`src/rtl/n_demux.sv`:
```
// n_demux: steers one valid/ready byte stream to one of N one-entry output lanes
//
// Ports
//   clk           rising-edge clock
//   reset_n       synchronous active-low reset
//   io_in_valid   producer offers io_in_data / io_in_sel
//   io_in_ready   block accepts this cycle (combinational)
//   io_in_data    payload byte
//   io_in_sel     destination lane index; values >= N are dropped and counted
//   io_Dvect_out  lane k data at [k*W +: W] (registered)
//   io_out_valid  bit k: lane k holds a byte
//   io_out_ready  bit k: consumer k takes lane k this cycle
//   io_err_cnt    saturating count of dropped bad-select transfers
module n_demux #(
    parameter int N    = 5,
    parameter int W    = 8,
    parameter int SELW = 3
) (
    input  logic            clk,
    input  logic            reset_n,
    input  logic            io_in_valid,
    output logic            io_in_ready,
    input  logic [W-1:0]    io_in_data,
    input  logic [SELW-1:0] io_in_sel,
    output logic [N*W-1:0]  io_Dvect_out,
    output logic [N-1:0]    io_out_valid,
    input  logic [N-1:0]    io_out_ready,
    output logic [7:0]      io_err_cnt
);
    localparam logic [SELW:0] N_L = N;

    logic [N*W-1:0] r_data;
    logic [N-1:0]   r_valid;
    logic [7:0]     r_err;
    logic [N-1:0]   w_free;
    logic           w_sel_ok;
    logic           w_acc;

    // A lane can take a new byte when empty or when its current byte leaves this cycle
    assign w_free      = ~r_valid | io_out_ready;
    assign w_sel_ok    = {1'b0, io_in_sel} < N_L;
    // Bad selects are always accepted so they can be sunk and counted
    assign io_in_ready = reset_n & (w_sel_ok ? w_free[io_in_sel] : 1'b1);
    assign w_acc       = io_in_valid & io_in_ready;

    for (genvar k = 0; k < N; k++) begin : g_lane
        localparam logic [SELW-1:0] K = k;
        always_ff @(posedge clk) begin
            if (!reset_n) begin
                r_data[k*W +: W] <= '0;
                r_valid[k]       <= 1'b0;
            end else if (w_acc && io_in_sel == K) begin
                r_data[k*W +: W] <= io_in_data;
                r_valid[k]       <= 1'b1;
            end else if (io_out_ready[k]) begin
                r_valid[k]       <= 1'b0;
            end
        end
    end

    always_ff @(posedge clk) begin
        if (!reset_n)
            r_err <= '0;
        else if (w_acc && !w_sel_ok && r_err != 8'hFF)
            r_err <= r_err + 8'd1;
    end

    assign io_Dvect_out = r_data;
    assign io_out_valid = r_valid;
    assign io_err_cnt   = r_err;
endmodule

```
`config.mk`:
```
export PLATFORM = sky130hd
export DESIGN_NAME = n_demux
export DESIGN_NICKNAME = d
export VERILOG_FILES = /design/src/rtl/n_demux.sv
export SDC_FILE = /design/constraint.sdc
export NUM_CORES = 1
export LEC_CHECK = 0
export CORE_UTILIZATION = 45
export DETAILED_ROUTE_END_ITERATION = 12
export PLACE_DENSITY = 0.8
export SYNTH_ARGS = -nofsm -noshare
export SYNTH_HDL_FRONTEND = slang
export SYNTH_SLANG_ARGS = --single-unit
```
`constraint.sdc`:
```
create_clock -name clk -period 2.24 [get_ports clk]
set_input_delay 0.224 -clock clk [delete_from_list [all_inputs] [get_ports clk]]
set_output_delay 0.224 -clock clk [all_outputs]
set_load 0.1 [all_outputs]
```
==> flow_summary.json <==
{
  "power_frac_comb_pct": 11.6,
  "cp.arrival_ns": 1.68,
  "cts_tree": "yes",
  "power_mw": 1.93,
  "grt_pass1_wl_um": 7860,
  "final_area_mm2": 0.00282,
  "clkLatencyLatePin_ns": 0.30,
  "ff2ff_path_depth": 5,
  "final_cell_mix": "56 x buf_4, 52 x dfxtp_1, 50 x nor2_1",
  "required_ns": 2.02,
  "synth_fa_ha_area_share_pct": 0.613,
  "cts_sinks": 53,
  "drive_above_1_share_pct": 25.5,
  "setup_viol": 0,
  "vias_per_cell": 5.21,
  "fmax_ghz": 0.525,
  "die_x_um": 69.3,
  "place_area_mm2": 0.00269,
  "multi_input_area_um2": 911,
  "pre_cts_slack_ns": 0.165,
  "overflow": 0,
  "nNetsFinal": 293,
  "synth_mux_area_share_pct": 20.1,
  "p_leak_nw": 1.26,
  "start_util_pct": 46.9,
  "ys_warn_count": 0,
  "worstMarginPinSlew_ns": 0.620,
  "cts-root-buf": "clkbuf_8",
  "drc": 0,
  "wl_um": 4630,
  "row_count": 24,
  "clockPowerShare_pct": 38.7,
  "regArea_mm2": 0.00106,
  "rsz0062_at_grt": "no",
  "synthSimpleGateAreaFrac_pct": 16.6,
  "cts.path.max_buffers": 2,
  "finalSetupTns_ns": 0,
  "ioPinCount": 73,
  "netlist_area_mm2": 0.00204,
  "post_drt_wl_per_cell_um": 14.2,
  "relSlewSlack_pct": 58.6,
  "numPortBuffers": 72,
  "area_growth_pct": 38.4,
  "ctsResizeCount": 0,
  "seqPwrFrac_pct": 49.7,
  "outcome": "complete, no violations",
  "die_h_um": 69.3,
  "synth_compound_area_share_pct": 6.87,
  "clk_pin_slew_ns": 0.09,
  "min_period_over_period_pct": 85.1,
  "antenna_cells": 0,
  "first_iter_violations": 136,
  "layout_commonest_cell": "buf_4",
  "peakVddDrop_mv": 0.446,
  "antenna_found_initial": 0,
  "synth.avg_cell_area_um2": 10.1,
  "cts_hold_buffers": 0,
  "min_period_ns": 1.91,
  "htree_levels": 2,
  "end_kind": "output pin",
  "hold_depth": 2,
  "pwr_density_cell_mw_per_mm2": 684,
  "crit_type": "primary input to output pin",
  "netSwitchingPower_mw": 0.462,
  "core_area_mm2": 0.00435,
  "fin_skew_ns": 0.00272,
  "cts_setup_buffers": 0,
  "place.detailed.hpwl_um": 3280,
  "gp_congestion": 0.752,
  "dieArea_mm2": 0.00481,
  "grt_pass1_vias": 1629,
  "cts_buffers": 5,
  "drv_cap": 0,
  "synth_cells": 202,
  "yosysSeqAreaShare_pct": 52.0,
  "synthesis.nets": 222,
  "worstSetupStartpointType": "primary input",
  "whs_ns": 0.500,
  "cp_max_fo": 9,
  "grtUsageTotal_pct": 20.7,
  "grt_max_degree": 50,
  "drv_slew": 0,
  "internal_power_mw": 1.47,
  "firstDrtPassIters": 4,
  "vias": 1699,
  "synth_top_family_by_area": "multiplexers",
  "synth_xor_area_share_pct": 0.429,
  "swShare_pct": 24.0,
  "ant_nets": 0,
  "filler_cell_count": 357,
  "hold_viol_final": 0,
  "postLayoutSetupSlackWorst_ns": 0.335,
  "synth.distinct_cells": 29,
  "synth_seq_cells": 53,
  "hold_path_class": "flip-flop to flip-flop"
}
[sequential cells by signal (all words and copies together) (netlist names)]
| signal | flops |
|---|---|
| io_Dvect_out | 40 |
| io_err_cnt | 8 |
| io_out_valid | 5 |
[Yosys cell counts]
library cell	number	area, µm²
and4bb_2	2	25.0
ha_1	1	12.5
o221ai_2	1	15.0
and3b_1	2	17.5
nand4_1	2	12.5
buf_2	4	20.0
o21ai_0	1	5.00
o311a_1	2	20.0
nor2b_1	3	18.8
dfxtp_1	53	1060
or4_1	1	7.51
or3_1	1	6.26
inv_1	3	11.3
a21oi_1	4	20.0
a211oi_1	1	7.51
nand2_1	2	7.51
mux2i_1	41	410
xor2_1	1	8.76
o31ai_1	3	22.5
o211ai_1	2	15.0
nand3_1	6	30.0
nor2_1	50	188
o311ai_0	2	17.5
buf_4	2	15.0
clkbuf_1	6	22.5
nand2b_1	2	12.5
and3_1	1	6.26
nand3b_1	1	7.51
o41ai_1	2	17.5
[per-stage QoR]
step / std cells / utilization (%)
3_3_place_gp: 318 / 61.8
2_1_floorplan: 202 / -
4_1_cts: 326 / 64.9
3_5_place_dp: 318 / 61.8
6_report: 326 / 64.9
5_1_grt: 326 / 64.9
[cells by family after synthesis]
| logic type | count (synthesis) |
|---|---|
| mux | 41 |
| simple gates | 73 |
| compound gates | 18 |
| fa+ha+maj | 1 |
| xor+xnor | 1 |
| flops | 53 |
| buf+inv | 15 |
[metal layers]
metal	routed length, µm	GRT usage (%)
met1	1980	25.8
met2	2250	32.1
met4	57	8.62
met3	344	7.70
met5	0	0
[power groups by stage]
| stage | Sequential [mW] | Combinational, mW | Clock (mW) |
|---|---|---|---|
| 2_1_floorplan | 1.06 | 0.0595 | 0 |
| 3_3_place_gp | 0.982 | 0.224 | 0 |
| 3_5_place_dp | 0.982 | 0.224 | 0 |
| 4_1_cts | 0.960 | 0.225 | 0.761 |
| 5_1_grt | 0.962 | 0.236 | 0.803 |
| 6_report | 0.960 | 0.224 | 0.747 |
[final timing paths]
path | slack [ns] | end | from
max | 0.33 | io_in_ready | io_in_sel[1]
min | 0.50 | io_Dvect_out[21]$_SDFFE_PN0P_ | io_Dvect_out[21]$_SDFFE_PN0P_
max reg2reg | 0.52 | io_err_cnt[5]$_SDFFE_PN0P_ | io_err_cnt[0]$_SDFFE_PN0P_
min reg2reg | 0.50 | io_Dvect_out[21]$_SDFFE_PN0P_ | io_Dvect_out[21]$_SDFFE_PN0P_
[critical path, cell delays in order]
cell and delay [ns]:
clkdlybuf4s50_1 0.55, o311a_1 0.35, o311a_1 0.37, buf_12 0.18
[cell type report]
| cell class | instances | area share, % |
|---|---|---|
| repair buffers | 76 | 22.7 |
| flip-flops and latches | 53 | 37.6 |
| inverters | 3 | 0.399 |
| clock buffers | 5 | 2.44 |
| multi-input cells | 134 | 32.3 |
| clock inverters | 3 | 2.30 |
| well taps | 52 | 2.30 |
No activity file was read; power rests on OpenSTA's default activity.
